<file path="src/rtl/shift_chain_pkg.sv">
// Shared types and width helpers for the 74HC595 chain driver.
package shift_chain_pkg;

  // Serial phases of one frame transfer.
  typedef enum logic [1:0] {
    ST_IDLE  = 2'd0,
    ST_SETUP = 2'd1,
    ST_CLOCK = 2'd2,
    ST_LATCH = 2'd3
  } state_e;

  // Counter width able to hold values 0..n-1, never narrower than one bit.
  function automatic int cnt_w(input int n);
    return (n < 2) ? 1 : $clog2(n);
  endfunction

endpackage

</file>
<file path="src/rtl/shift_chain_driver_phase_timer.sv">
// Phase timer: reloads to CLK_DIV-1 on each phase entry and flags the last
// cycle of the phase. Shared by SETUP, CLOCK and LATCH.
module shift_chain_driver_phase_timer
  import shift_chain_pkg::*;
#(
  parameter int CLK_DIV = 4
) (
  input  logic clk_i,
  input  logic rst_i,
  input  logic load_i,
  output logic tc_o
);

  localparam int TW = cnt_w(CLK_DIV);
  localparam logic [TW-1:0] LOAD_VAL = TW'(CLK_DIV - 1);

  logic [TW-1:0] cnt_q;
  logic [TW-1:0] cnt_d;

  // Reload on phase entry, otherwise count down and park at zero.
  always_comb begin
    cnt_d = cnt_q;
    if (load_i) begin
      cnt_d = LOAD_VAL;
    end else if (cnt_q != '0) begin
      cnt_d = cnt_q - TW'(1);
    end
  end

  // Counter register.
  always_ff @(posedge clk_i) begin
    if (rst_i) begin
      cnt_q <= '0;
    end else begin
      cnt_q <= cnt_d;
    end
  end

  assign tc_o = (cnt_q == '0);

endmodule

</file>
<file path="src/rtl/shift_chain_driver.sv">
// Serial driver for NUM_CHAINS parallel daisy-chained 74HC595 strings sharing
// SHCP/STCP. A frame is latched only after all bits are shifted; one request
// arriving mid-transfer is buffered (latest wins) and follows without a gap.
module shift_chain_driver
  import shift_chain_pkg::*;
#(
  parameter int NUM_ICS    = 2,
  parameter int NUM_CHAINS = 1,
  parameter int CLK_DIV    = 4,
  parameter int MSB_FIRST  = 1
) (
  input  logic                            clk_i,
  input  logic                            rst_i,
  input  logic                            start_i,
  input  logic [NUM_CHAINS*NUM_ICS*8-1:0] data_i,
  output logic                            busy_o,
  output logic                            done_o,
  output logic                            sclk_o,
  output logic [NUM_CHAINS-1:0]           data_o,
  output logic                            latch_o
);

  localparam int NB = NUM_ICS * 8;
  localparam int FW = NUM_CHAINS * NB;
  localparam int CW = cnt_w(NB);
  localparam logic [CW-1:0] LAST_BIT = CW'(NB - 1);

  state_e          state_q, state_d;
  logic [CW-1:0]   bit_q, bit_d;
  logic [FW-1:0]   shadow_q, shadow_d;
  logic [FW-1:0]   pending_q, pending_d;
  logic            pend_vld_q, pend_vld_d;
  logic            busy_q, busy_d;
  logic            done_q, done_d;
  logic            sclk_q, sclk_d;
  logic            latch_q, latch_d;
  logic [NUM_CHAINS-1:0] data_q, data_d;

  logic            phase_tc;
  logic            phase_load;
  logic [CW-1:0]   sel;
  logic [NB-1:0]   chain_w [NUM_CHAINS];
  logic [NUM_CHAINS-1:0] setup_bits;

  // A state change always starts a fresh phase of CLK_DIV cycles.
  assign phase_load = (state_d != state_q);

  shift_chain_driver_phase_timer #(
    .CLK_DIV (CLK_DIV)
  ) u_phase_timer (
    .clk_i  (clk_i),
    .rst_i  (rst_i),
    .load_i (phase_load),
    .tc_o   (phase_tc)
  );

  // Bit presented on entering SETUP, taken from the next-cycle shadow/counter
  // so the pin register updates on the same edge as the state.
  assign sel = (MSB_FIRST != 0) ? bit_d : (LAST_BIT - bit_d);

  for (genvar g = 0; g < NUM_CHAINS; g++) begin : g_chain
    assign chain_w[g]    = shadow_d[g*NB +: NB];
    assign setup_bits[g] = chain_w[g][sel];
  end

  // Next-state, buffer and pin-level decode.
  always_comb begin
    state_d    = state_q;
    bit_d      = bit_q;
    shadow_d   = shadow_q;
    pending_d  = pending_q;
    pend_vld_d = pend_vld_q;
    done_d     = 1'b0;

    if (start_i && (state_q != ST_IDLE)) begin
      pending_d  = data_i;
      pend_vld_d = 1'b1;
    end

    case (state_q)
      ST_IDLE: begin
        if (start_i) begin
          shadow_d = data_i;
          bit_d    = LAST_BIT;
          state_d  = ST_SETUP;
        end
      end
      ST_SETUP: begin
        if (phase_tc) state_d = ST_CLOCK;
      end
      ST_CLOCK: begin
        if (phase_tc) begin
          if (bit_q == '0) begin
            state_d = ST_LATCH;
          end else begin
            bit_d   = bit_q - CW'(1);
            state_d = ST_SETUP;
          end
        end
      end
      ST_LATCH: begin
        if (phase_tc) begin
          done_d = 1'b1;
          // A request on the exit cycle is the newest one and supersedes any
          // older buffered frame.
          if (start_i) begin
            shadow_d   = data_i;
            pend_vld_d = 1'b0;
            bit_d      = LAST_BIT;
            state_d    = ST_SETUP;
          end else if (pend_vld_q) begin
            shadow_d   = pending_q;
            pend_vld_d = 1'b0;
            bit_d      = LAST_BIT;
            state_d    = ST_SETUP;
          end else begin
            state_d = ST_IDLE;
          end
        end
      end
      default: state_d = ST_IDLE;
    endcase

    busy_d  = (state_d != ST_IDLE);
    sclk_d  = (state_d == ST_CLOCK);
    latch_d = (state_d == ST_LATCH);
    data_d  = data_q;
    if ((state_d == ST_SETUP) && (state_q != ST_SETUP)) begin
      data_d = setup_bits;
    end
  end

  // Control state and pin registers; reset parks every pin low.
  always_ff @(posedge clk_i) begin
    if (rst_i) begin
      state_q    <= ST_IDLE;
      bit_q      <= '0;
      pend_vld_q <= 1'b0;
      busy_q     <= 1'b0;
      done_q     <= 1'b0;
      sclk_q     <= 1'b0;
      latch_q    <= 1'b0;
      data_q     <= '0;
    end else begin
      state_q    <= state_d;
      bit_q      <= bit_d;
      pend_vld_q <= pend_vld_d;
      busy_q     <= busy_d;
      done_q     <= done_d;
      sclk_q     <= sclk_d;
      latch_q    <= latch_d;
      data_q     <= data_d;
    end
  end

  // Frame words; validity is tracked by state_q and pend_vld_q.
  always_ff @(posedge clk_i) begin
    shadow_q  <= shadow_d;
    pending_q <= pending_d;
  end

  assign busy_o  = busy_q;
  assign done_o  = done_q;
  assign sclk_o  = sclk_q;
  assign latch_o = latch_q;
  assign data_o  = data_q;

endmodule
</file>
<file path="config.mk">
export PLATFORM = sky130hd
export DESIGN_NAME = shift_chain_driver
export DESIGN_NICKNAME = d
export VERILOG_FILES = /design/src/rtl/shift_chain_pkg.sv /design/src/rtl/shift_chain_driver_phase_timer.sv /design/src/rtl/shift_chain_driver.sv
export SDC_FILE = /design/constraint.sdc
export NUM_CORES = 1
export LEC_CHECK = 0
export CAP_MARGIN = 30
export CELL_PAD_IN_SITES_DETAIL_PLACEMENT = 1
export CELL_PAD_IN_SITES_GLOBAL_PLACEMENT = 1
export CORE_ASPECT_RATIO = 0.5
export CORE_MARGIN = 3
export CORE_UTILIZATION = 30
export CTS_CLUSTER_DIAMETER = 100
export DETAILED_ROUTE_END_ITERATION = 12
export PLACE_DENSITY_LB_ADDON = 0.1
export REMOVE_ABC_BUFFERS = 1
export SLEW_MARGIN = 20
export SYNTH_ARGS = -nofsm -noshare
export SYNTH_HDL_FRONTEND = slang
export SYNTH_SLANG_ARGS = --single-unit
</file>
<file path="constraint.sdc">
create_clock -name clk_i -period 6.3 [get_ports clk_i]
set_input_delay 0.63 -clock clk_i [delete_from_list [all_inputs] [get_ports clk_i]]
set_output_delay 0.63 -clock clk_i [all_outputs]
set_load 0.05 [all_outputs]
</file>
==> Word-level counts from Yosys, hierarchy flattened <==
Index checks and enable logic that the tools add are counted.
{ "word_totals": {"out_inout_bits": 5, "elab_cells": 63, "inputBits": 19, "ff_bits": 46} }
{ "classes": {"n_mux": 30, "reduce_logical": 10, "bitwise": 1, "magnitude_cmp": 1, "eq_ne": 8, "n_addsub": 2} }
{ "op_table": {"columns": ["op", "n"], "rows": [
  ["$mux W16", 4],
  ["$pmux W16 S2", 1],
  ["$mux W4", 6],
  ["$mux W2", 7],
  ["$pmux W4 S3", 1],
  ["$mux W1", 9],
  ["$eq A2 B2 Y1 const B", 4],
  ["$pmux W2 S4", 1],
  ["$reduce_bool A2 Y1", 4],
  ["$lt A4 B5 Y1 const B", 1],
  ["$bmux W1 S4", 1],
  ["$eq A2 B1 Y1 const B", 2],
  ["$logic_not A2 Y1", 2],
  ["$logic_not A4 Y1", 1],
  ["$sub A4 B1 Y4 const B", 1],
  ["$logic_and A1 B1 Y1", 2],
  ["$ne A2 B1 Y1 const B", 1],
  ["$ne A2 B2 Y1", 1],
  ["$reduce_or A2 Y1", 1],
  ["$sub A2 B1 Y2 const B", 1],
  ["$not A1 Y1", 1]
]} }

==> Depth between registers and ports, before layout <==
Gate-level depths: netlist (run 1).
{ "depth": {"word_depth": 7, "ltp_mapped": 12} }

==> Modules after synthesis <==
From an unflattened synthesis (run 1), not the netlist that was laid out.
{ "hier_totals": {"hier_cells": 202, "area_unflattened_um2": 2165.8} }
{ "modules_own_cells": {"columns": ["mod", "seq_area_each_um2", "cells_each", "n_inst", "area_each_um2"], "rows": [
  ["shift_chain_driver", 1041.0, 192, 1, 2069.5],
  ["shift_chain_driver_phase_timer", 40.0, 10, 1, 96.3]
]} }

==> Worst setup path before layout (run 1) <==
OpenSTA, ideal clock, no wires.
{ "synth_path": {"path_type": "reg2reg", "start": "register state_q[1]", "end": "register data_q, in the netlist data_o", "slack_ns": 4.081, "stages_incl_launch_ff": 12, "arrival_time_ns": 2.128, "path_buffers": 2, "period_less_slack_ns": 2.219, "path_cell_list": "dfxtp_1 inv_1 ha_1 clkbuf_1 nor2_1 o21ai_1 buf_2 o2bb2ai_1 mux2i_1 o22ai_1 o21bai_1 a311oi_1"} }
{ "synth_lines": {"columns": ["item", "line_no", "source"], "rows": [
  ["start: declaration", "shift_chain_driver.sv:28", "state_e state_q, state_d;"],
  ["start signal: assignment", "shift_chain_driver.sv:145", "state_q <= state_d;"],
  ["end signal: assignment", "shift_chain_driver.sv:152", "data_q <= data_d;"],
  ["end: declaration", "shift_chain_driver.sv:37", "logic [NUM_CHAINS-1:0] data_q, data_d;"]
]} }

==> results of run 1 <==
-- report_power, final --
group | total (mW) | switching (mW) | internal, mW | leakage, nW
logic | 0.376 | 0.220 | 0.155 | 0.466
registers | 0.408 | 0.0296 | 0.378 | 0.396
clock network | 0.264 | 0.117 | 0.147 | 0.0698
total | 1.05 | 0.367 | 0.680 | 0.932
-- final cells by class --
type	count	area share
Clock buffer	5	0.0492
Clock inverter	3	0.00836
Inverter	10	0.0148
Multi-Input combinational cell	119	0.360
Sequential cell	46	0.425
Tap cell	88	0.0433
Timing Repair Buffer	26	0.0994
-- registers in the layout, summed over array words and instances, names as in the netlist --
signal and flops:
pending_q 16, shadow_q 16, bit_q 4, state_q 2
u_phase_timer.cnt_q 2, busy_o 1, data_o 1, done_o 1
latch_o 1, pend_vld_q 1, sclk_o 1
-- layer usage --
layer	vias to the layer above	part of all wire
met5	-	0
met4	0	0.0080
met3	5	0.042
met2	18	0.41
met1	714	0.54
li1	748	-
-- critical path: cells and delay by family, from the launching register on --
family,cells,cell delay [ps]
DFF,1,320
and+or+nand+nor,1,260
adders and majority gates,1,500
AOI/OAI and AO/OA,6,1620
buffers and inverters,1,50
muxes,1,120
-- stage by stage --
step	std cells	area, um2	utilization
after floorplan	175	2030	-
final	297	2540	0.399
after global routing	297	2540	0.399
after CTS	297	2540	0.399
after detailed placement	289	2400	0.376
after global placement	289	2400	0.376
-- worst paths after layout --
kind                            slack (ps)            to  cells past startpoint                   start
worst max register to register        3330        data_o                     10  u_phase_timer.cnt_q[0]
worst max-delay path                  3330        data_o                     10  u_phase_timer.cnt_q[0]
worst min register to register         470  shadow_q[12]                      1            shadow_q[12]
worst min-delay path                   470  shadow_q[12]                      1            shadow_q[12]
-- cell families (layout without fill, tap and decap cells) --
logic type	count (synthesis)	count (layout)	synth area share
buffers and inverters	19	44	0.0374
DFF	46	46	0.521
muxes	10	10	0.0489
xor gates and xnor gates	1	1	0.00422
and+or+nand+nor	34	34	0.0935
adders and majority gates	6	6	0.0362
AOI/OAI and AO/OA	68	68	0.259
-- cells in the final DEF, fill, tap and decap left out, types with 2 or more instances in the layout --
cell type        count
dfxtp_1             30
clkdlybuf4s50_1     23
a22oi_1             16
o2bb2ai_1           16
edfxtp_1            16
nor2_1              13
inv_1               10
mux2i_1              9
nand2_1              6
ha_1                 6
o21ai_0              5
o22ai_1              5
clkbuf_16            5
a21oi_1              4
nand2b_1             4
nor2b_1              3
o21ai_1              3
buf_4                3
o211ai_1             2
or2_2                2
o21ba_2              2
==> summary.md, run 1 <==
| Metric | Value |
|---|---|
| CP cell instances | `inv_1, ha_1, nand2_1, a21boi_2, a22oi_1, o2bb2ai_1, mux2i_1, o22ai_1, o21bai_1, a311oi_1` |
| GPL Wtd Cong | `0.754` |
| Met3 Use GR | `0.0471` |
| Clk slew on worst S/H paths | `70 ps` |
| Die height | `64.8 um` |
| Setup_tns | `0 ps` |
| Vias in the first global route | `1,629` |
| Post-CTS Hold Buffers | `0` |
| Data required time of the worst path | `6490 ps` |
| Synth unique cells | `43` |
| Initial Utilization | `0.325` |
| Die area | `8010 um2` |
| Core area | `6380 um2` |
| Worst-Skew Late Latency | `290 ps` |
| Largest net degree at the start of global routing | `18` |
| Most instantiated cells after synthesis | `30 x dfxtp_1, 16 x a22oi_1, 16 x edfxtp_1, 16 x o2bb2ai_1, 13 x nor2_1` |
| Die W | `124 um` |
| Pins Over Slew Limit | `0` |
| Max Cap Viol | `0` |
| Finish-stage setup viols | `0` |
| # Post-CTS Setup Buffers | `0` |
| Grt total ovfl | `0` |
| Tmin final | `between 2000 and 3000 ps` |
| I/O Pins | `24` |
| GR peak layer | `met2` |
| Final hold vios | `0` |
| Most area-consuming cells after synthesis | `dfxtp_1 29%, edfxtp_1 23%, o2bb2ai_1 6.8%` |
| Asr flop ratio synth | `0` |
| Worst-case clock buffer depth | `2` |
| Final WS setup | `3330 ps` |
| Post-cts resize count | `0` |
| Yosys top cell area share | `0.290` |
| Port Buffers | `23` |
| Initial antenna violation count | `0` |
| Worst Skew | `2.46 ps` |
| CP Data Arrival Time | `about 3200 ps` |
| Synth area leader | `dfxtp_1` |
| Met1 Use GR | `0.199` |
| Mapped Cells | `184` |
| Outcome | `finished, final reports clean` |
| DR DRC count | `0` |
| Detail Route Antenna Nets | `0` |
| Final hold slack | `472 ps` |
| DRT Pass-1 Iters | `4` |
| Worst hold path type | `flop to flop` |
| First-pass GRT wire length | `roughly 8.5 mm` |
| Via count | `1,485` |
| Detail Placement HPWL | `between 3 and 4 mm` |
| Leakage | `approximately 0.93 nW` |
| Multi-input combinational cell area | `916 um2` |
| Share of cells above drive strength 1 | `0.105` |
| Crit Path Class | `flop to flop` |
| RSZ-0062 raised after global routing | `false` |
| Syn Std Cell Area | `2070 um2` |
| 1st-iter DRT viols | `55` |
| Total power | `1.05 mW` |
| VDD IR max | `117 uV` |
| Post-synthesis sequential area ratio | `0.521` |
| Synth Warn # | `0` |
| Synth-to-Final Area Change | `22.6%` |
| Slew @ Worst Pin | `around 830 ps` |
| Peak Freq | `~340 MHz` |
| Std-Cell Rows | `20` |
| Primary FF master, synth | `dfxtp_1` |
| Critical Path Max Stage Delay | `700 ps` |
| N_diodes | `0` |
| DR vias/cell | `about 5.0` |
| GRT Total Usage | `0.139` |
| Register area | `1080 um2` |
| Root Driver | `clkbuf_16` |
| Startpoint Class | `flop` |
| Avg Inst Size Synth | `11.3 um2` |
| Top-count cell post-synth | `dfxtp_1` |
| Worst slack, placed | `between 3000 and 4000 ps` |
| Final WL | `4.99 mm` |
| Total power density per cell area | `412 nW/um2` |
| Met2 Resource Use GR | `0.200` |
| Slowest stage cell, crit path | `a21boi_2` |
| H-Tree Depth | `2` |
| Clk sinks | `46` |
| Crit path max fanout | `16` |
| WL/cell | `16.8 um` |
| CTS Buf Count | `5` |
| Layout fillers | `706` |
| Final Cycle Share | `0.472` |
| Post-synthesis register bit count | `46` |
| CTS tree | `built` |
| # nets final | `233` |
| CP endpoint kind | `flop` |
| Post-synth EDFFs | `16` |
| Slew Limit Headroom | `0.446` |
No activity file was read; power rests on OpenSTA's default activity.
==> run 2: changes to the inputs <==
==> constraint.sdc (replaced) <==
create_clock -name clk_i -period 2.5 [get_ports clk_i]
set_input_delay 0.25 -clock clk_i [delete_from_list [all_inputs] [get_ports clk_i]]
set_output_delay 0.25 -clock clk_i [all_outputs]
set_load 0.05 [all_outputs]
==> run 2 against run 1 <==
  * Critical path depth unchanged
  * Sequential cell count unchanged
  * Power increased to 2.8 times the previous value
  * Fmax increased by 28%
  * Sequential share of layout area decreased by 2.9 points
  * Core utilization increased by 3.0 points
  * Cell count increased by 3.7%
  * Clock power increased to 2.8 times the previous value
  * Global-route usage decreased by 0.55 points
  * Via count increased by 4.4%
  * Largest cell class unchanged
  * Largest power group is now combinational logic
==> summary.md, run 2 (same netlist as run 1, synthesis figures left out) <==
| Metric | Value |
|---|---|
| Final hold slack | `464 ps (-8.08 ps)` |
| Finished Cell Area | `2740 um2 (+7.5%)` |
| Critical Path Start | `u_phase_timer.cnt_q[0]` |
| R2r endpoint | `data_o` |
| Cell internal pwr | `1.97 mW (+190%)` |
| Std-Cell Rows | `20 (unchanged)` |
| CP bufs+invs | `1 (unchanged)` |
| Largest net degree at the start of global routing | `17 (-1)` |
| Startpoint Class | `flop` |
| Worst hold path type | `flop to flop` |
| Most frequent cells in the layout | `29 x dfxtp_1, 23 x clkdlybuf4s50_1, 16 x a22oi_1, 16 x o2bb2ai_1, 16 x edfxtp_1` |
| Crit path depth | `10 (unchanged)` |
| GRT Total Usage | `0.134 (-0.00552)` |
| Worst Skew | `3.82 ps (+1.36 ps)` |
| Final hold vios | `0 (unchanged)` |
| Detail Placement HPWL | `3.38 mm (-0.43%)` |
| Critical hold path startpoint | `shadow_q[1]` |
| Logic pwr share | `0.391 (+0.032)` |
| CP Data Arrival Time | `2520 ps (-650 ps)` |
| Placed inst area | `2530 um2 (+5.5%)` |
| Die W | `124 um (unchanged)` |
| Clk slew on worst S/H paths | `60 ps (about the same)` |
| DR DRC count | `0 (unchanged)` |
| Initial Utilization | `0.325 (unchanged)` |
| DRT Pass-1 Iters | `4 (unchanged)` |
| VDD IR max | `346 uV (+200%)` |
| Port Buffers | `23 (unchanged)` |
| Slew Limit Headroom | `0.664 (+0.218)` |
| Delay-heaviest family, CP | `simple AND/OR/NAND/NOR gates` |
| Crit Path Class | `flop to flop` |
| Worst-Skew Late Latency | `280 ps (about the same)` |
| CP endpoint kind | `flop` |
| Layout fillers | `685 (-3.0%)` |
| Clock power share | `0.257 (+0.005)` |
| Post-CTS Hold Buffers | `0 (unchanged)` |
| First-pass GRT wire length | `8.36 mm (-1.9%)` |
| Slew @ Worst Pin | `502 ps (-324 ps)` |
| CTS Buf Count | `5 (unchanged)` |
| Clk sinks | `46 (unchanged)` |
| Root Driver | `clkbuf_16` |
| Setup_tns | `0 ps (unchanged)` |
| Reg2reg start | `u_phase_timer.cnt_q[0]` |
| Pins Over Slew Limit | `0 (unchanged)` |
| Finish-stage setup viols | `0 (unchanged)` |
| Synth-to-Final Area Change | `31.8%` |
| Placed cell count | `300 (+3.8%)` |
| Outcome | `finished, final reports clean` |
| 1st-iter DRT viols | `100 (+82%)` |
| Register share of total power | `0.352 (-0.037)` |
| CTS tree | `built` |
| Register area | `1080 um2 (+0.12%)` |
| Final Cycle Share | `0.930 (+0.458)` |
| Leakage | `1.01 nW (+8.3%)` |
| DR vias/cell | `5.04 (+0.71%)` |
| Top Layer Used | `met4` |
| Peak Freq | `430 MHz (+28%)` |
| Vias in the first global route | `1,698 (+4.2%)` |
| I/O Pins | `24 (unchanged)` |
| Die area | `8010 um2 (unchanged)` |
| Final WL | `4.83 mm (-3.2%)` |
| Total power | `2.92 mW (+180%)` |
| Via count | `1,551 (+4.4%)` |
| DR WL met2 | `2.05 mm (+0.79%)` |
| Multi-input combinational cell area | `953 um2 (+4.1%)` |
| Worst-case clock buffer depth | `2 (unchanged)` |
| Biggest regs | `pending_q (16), shadow_q (16), bit_q (4)` |
| Final cell count without fillers | `308 (+3.7%)` |
| Met3 wire len | `215 um (+1.9%)` |
| P_sw | `0.952 mW (+160%)` |
| Max Cap Viol | `0 (unchanged)` |
| Share of cells above drive strength 1 | `0.177 (+0.0720)` |
| RSZ-0062 raised after global routing | `false` |
| Critical Path Max Stage Delay | `480 ps (-220 ps)` |
| Slowest stage cell, crit path | `or4b_4` |
| Die height | `64.8 um (unchanged)` |
| WL/cell | `15.7 um (-6.7%)` |
| Core area | `6380 um2 (unchanged)` |
| Crit path max fanout | `6 (-10)` |
| Worst Setup EP | `data_o` |
| Detail Route Antenna Nets | `0 (unchanged)` |
| # nets final | `244 (+4.7%)` |
| Initial antenna violation count | `0 (unchanged)` |
| Most common cell after layout, fill and taps aside | `dfxtp_1` |
| Setup slack, reg-to-reg | `170 ps (-3150 ps)` |
| Met1 wire length | `2.53 mm (-6.5%)` |
| Sw Share | `0.326 (-0.0243)` |
| H-Tree Depth | `2 (unchanged)` |
| FF-to-FF path depth | `10 (unchanged)` |
| Grt total ovfl | `0 (unchanged)` |
| GPL Wtd Cong | `0.796 (+5.6%)` |
| CP cell instances | `inv_1, ha_4, or4b_4, nor4_2, a21o_1, a221oi_4, or2_1, o22ai_1, o21bai_1, a311oi_1` |
| N_diodes | `0 (unchanged)` |
| Total power density per cell area | `1070 nW/um2 (+160%)` |
| Tmin final | `2330 ps (-648 ps)` |
| Data required time of the worst path | `2690 ps (-3800 ps)` |
[run 2: cell count changes in the layout (fill, tap and decap cells not counted), moves of 3 or more]
cell	delta
buf_4	+7
buf_12	+4
ha_1	-4
ha_2	+3
[run 2: routing by layer]
| layer | up-vias | GRT usage |
|---|---|---|
| li1 | 774 | - |
| met1 | 753 | 0.178 |
| met2 | 19 | 0.210 |
| met3 | 5 | 0.0480 |
| met4 | 0 | 0.0248 |
| met5 | - | 0 |
[run 2: what timing repair did]
| item | 4_1_cts | 5_1_grt |
|---|---|---|
| endpoints found under the setup margin | 0 | 1 |
| setup buffers | 0 | 0 |
| gates resized for setup | 0 | 9 |
[run 2: cell type report]
cell class | instances | area share
well taps | 88 | 0.0403
multi-input cells | 119 | 0.349
inverters | 10 | 0.0137
clock inverters | 2 | 0.0137
clock buffers | 6 | 0.0471
flip-flops and latches | 46 | 0.396
repair buffers | 37 | 0.141
[run 2: power by group through the flow]
stage                     Combinational, mW  Clock [mW]  Sequential (mW)
final                                  1.14       0.750             1.03
after global routing                   1.27       0.800             1.05
after detailed placement               1.09           0             1.04
after floorplan                       0.637           0             1.07
after CTS                              1.10       0.770             1.03
after global placement                 1.06           0             1.04
[run 2: how the worst min path moves through the flow]
stage	to	depth (start not counted)	slack, ps
final	shadow_q[1]	1	460
after global routing	shadow_q[6]	1	490
after CTS	shadow_q[12]	1	470
after detailed placement	shadow_q[10]	1	450
after global placement	shadow_q[7]	1	450
after floorplan	busy_o	1	320
[run 2: metrics by stage]
step / setup slack [ps] / util
floorplan: 58.4 / -
global placement: 101 / 0.396
detailed placement: 48.1 / 0.396
CTS: 28.7 / 0.423
global route: 23.2 / 0.429
finish: 175 / 0.429
==> run 3: changes to the inputs <==
--- a/config.mk
+++ b/config.mk
@@ -9,7 +9,7 @@
 export CELL_PAD_IN_SITES_DETAIL_PLACEMENT = 1
 export CELL_PAD_IN_SITES_GLOBAL_PLACEMENT = 1
 export CORE_ASPECT_RATIO = 0.5
-export CORE_MARGIN = 3
+export CORE_MARGIN = 10
 export CORE_UTILIZATION = 30
 export CTS_CLUSTER_DIAMETER = 100
 export DETAILED_ROUTE_END_ITERATION = 12
==> run 3 against run 2 <==
  * Global-route usage shrank 3.8 points
  * Power rose by 0.19%
  * Via count increased by 1.5%
  * Cell count grew 1.6%
  * Critical path type unchanged
  * Die area grew 35%
  * Critical path depth is the same
  * Core utilization fell by 1.6 points
  * Combinational power about the same
==> summary.md, run 3 (same netlist as run 1, synthesis figures left out) <==
| Metric | Value |
|---|---|
| Detail Placement HPWL | `3.64 mm (+7.7%)` |
| Share of cells above drive strength 1 | `0.195 (+0.0173)` |
| GRT Total Usage | `0.0960 (-0.0376)` |
| Final Util | `0.413 (-0.0159)` |
| CTS tree | `built` |
| CTS Buf Count | `5 (unchanged)` |
| Reg2reg start | `bit_q[1]` |
| Worst Setup EP | `data_o` |
| Startpoint Class | `flop` |
| Initial antenna violation count | `0 (unchanged)` |
| Outcome | `finished, final reports clean` |
| Worst hold path type | `flop to flop` |
| GPL Wtd Cong | `0.744 (-6.6%)` |
| # nets final | `245 (+0.41%)` |
| Crit Path Class | `flop to flop` |
| Die W | `138 um (+11%)` |
| Detail Route Antenna Nets | `0 (unchanged)` |
| Worst slack, placed | `22.3 ps (-25.8 ps)` |
| I/O Pins | `24 (unchanged)` |
| DR DRC count | `0 (unchanged)` |
| Slew Limit Headroom | `0.657 (-0.00724)` |
| Clk sinks | `46 (unchanged)` |
| Tmin final | `2350 ps (+21.0 ps)` |
| Final cell count without fillers | `313 (+1.6%)` |
| Die height | `78.8 um (+22%)` |
| Via count | `1,575 (+1.5%)` |
| CP bufs+invs | `1 (unchanged)` |
| CP endpoint kind | `flop` |
| N_diodes | `0 (unchanged)` |
| Placed cell count | `303 (+1.0%)` |
| Most common cell after layout, fill and taps aside | `dfxtp_1` |
| 1st-iter DRT viols | `109 (+9.0%)` |
| Die area | `10,800 um2 (+35%)` |
| Setup_tns | `0 ps (unchanged)` |
| WL/cell | `16.7 um (+6.4%)` |
| Slowest stage cell, crit path | `mux2_2` |
| Setup slack, reg-to-reg | `150 ps (-20 ps)` |
| VDD IR max | `413 uV (+19%)` |
| FF-to-FF path depth | `10 (unchanged)` |
| Post-CTS Hold Buffers | `0 (unchanged)` |
| Critical Path Start | `bit_q[1]` |
| Most frequent cells in the layout | `29 x dfxtp_1, 23 x clkdlybuf4s50_1, 16 x a22oi_1, 16 x edfxtp_1, 15 x o2bb2ai_1` |
| Std-Cell Rows | `21 (+5.0%)` |
| Peak Freq | `426 MHz (-0.89%)` |
| Root Driver | `clkbuf_16` |
| Max Cap Viol | `0 (unchanged)` |
| DR vias/cell | `5.03 (about the same)` |
| Finished Cell Area | `2770 um2 (+1.1%)` |
| Final WL | `5.22 mm (+8.1%)` |
| Final Cycle Share | `0.938 (+0.00839)` |
| Worst Skew | `4.14 ps (+0.318 ps)` |
| Pins Over Slew Limit | `0 (unchanged)` |
| Final WS setup | `154 ps (-21.0 ps)` |
| Crit path max fanout | `5 (-1)` |
| Worst-case clock buffer depth | `2 (unchanged)` |
| Leakage | `1.01 nW (-0.13%)` |
| Port Buffers | `23 (unchanged)` |
| Placed inst area | `2510 um2 (-0.59%)` |
| Synth-to-Final Area Change | `33.3%` |
| Clk slew on worst S/H paths | `60 ps (about the same)` |
| Worst-Skew Late Latency | `290 ps (about the same)` |
| First-pass GRT wire length | `8.37 mm (+0.17%)` |
| Biggest regs | `pending_q (16), shadow_q (16), bit_q (4)` |
| R2r endpoint | `data_o` |
| Largest net degree at the start of global routing | `17 (unchanged)` |
| Total power density per cell area | `1060 nW/um2 (-0.89%)` |
| Final hold slack | `464 ps (+0.249 ps)` |
| Initial Utilization | `0.310 (-0.0155)` |
| Slew @ Worst Pin | `513 ps (+10.8 ps)` |
| Critical Path Max Stage Delay | `390 ps (-90 ps)` |
| DRT Pass-1 Iters | `4 (unchanged)` |
| Vias in the first global route | `1,661 (-2.2%)` |
| Finish-stage setup viols | `0 (unchanged)` |
| CP cell instances | `inv_1, ha_2, nand2b_1, o21ai_2, mux2_2, a221oi_4, nand2b_1, o22ai_1, o21ai_1, a311oi_1` |
| Crit path depth | `10 (unchanged)` |
| Final hold vios | `0 (unchanged)` |
| CP Data Arrival Time | `2540 ps (+20 ps)` |
| Delay-heaviest family, CP | `compound AO/OA/AOI/OAI gates` |
| Data required time of the worst path | `2690 ps (about the same)` |
| Total power | `2.92 mW (+0.19%)` |
| Core area | `6700 um2 (+5.0%)` |
| Grt total ovfl | `0 (unchanged)` |
| H-Tree Depth | `2 (unchanged)` |
| Cell repeated most along the worst path | `nand2b_1` |
-- run 3: cell count changes in the layout (fill, tap and decap cells not counted) --
cell       change
buf_12         -1
ha_1           -2
o2bb2ai_2      +1
nor4_2         -1
nor4_4         +1
o2bb2ai_1      -1
ha_4           +1
ha_2           +1
buf_4          +2
-- run 3: routing by layer --
metal,vias up,GRT usage,part of all wire
met2,22,0.150,0.46
met5,-,0,0
met3,2,0.0345,0.041
li1,775,-,-
met4,0,0.0126,0.0011
met1,776,0.127,0.50
-- run 3: worst min path at each step --
| stage | to | depth (start not counted) | startpoint | slack (ps) |
|---|---|---|---|---|
| floorplan | busy_o | 1 | rst_i | 320 |
| global placement | shadow_q[4] | 1 | shadow_q[4] | 450 |
| detailed placement | shadow_q[5] | 1 | shadow_q[5] | 450 |
| CTS | shadow_q[4] | 1 | shadow_q[4] | 470 |
| global route | shadow_q[14] | 1 | shadow_q[14] | 480 |
| finish | shadow_q[6] | 1 | shadow_q[6] | 460 |
-- run 3: layout make-up --
class                   count  area [um2]
well taps                  92         115
multi-input cells         119         983
clock inverters             2        37.5
flip-flops and latches     46        1080
fillers                   734        3940
clock buffers               6         129
repair buffers             38         380
inverters                  10        37.5
-- run 3: what timing repair did --
| item | CTS | global route |
|---|---|---|
| buffers inserted | 0 | 2 |
| gates resized for setup | 0 | 14 |
| setup endpoints to repair | 0 | 1 |
-- run 3: report_power, final --
part	switching [mW]	leakage, nW	total [mW]	internal, mW
logic	0.600	0.534	1.13	0.530
clock network	0.287	0.0771	0.760	0.472
registers	0.0805	0.397	1.03	0.953
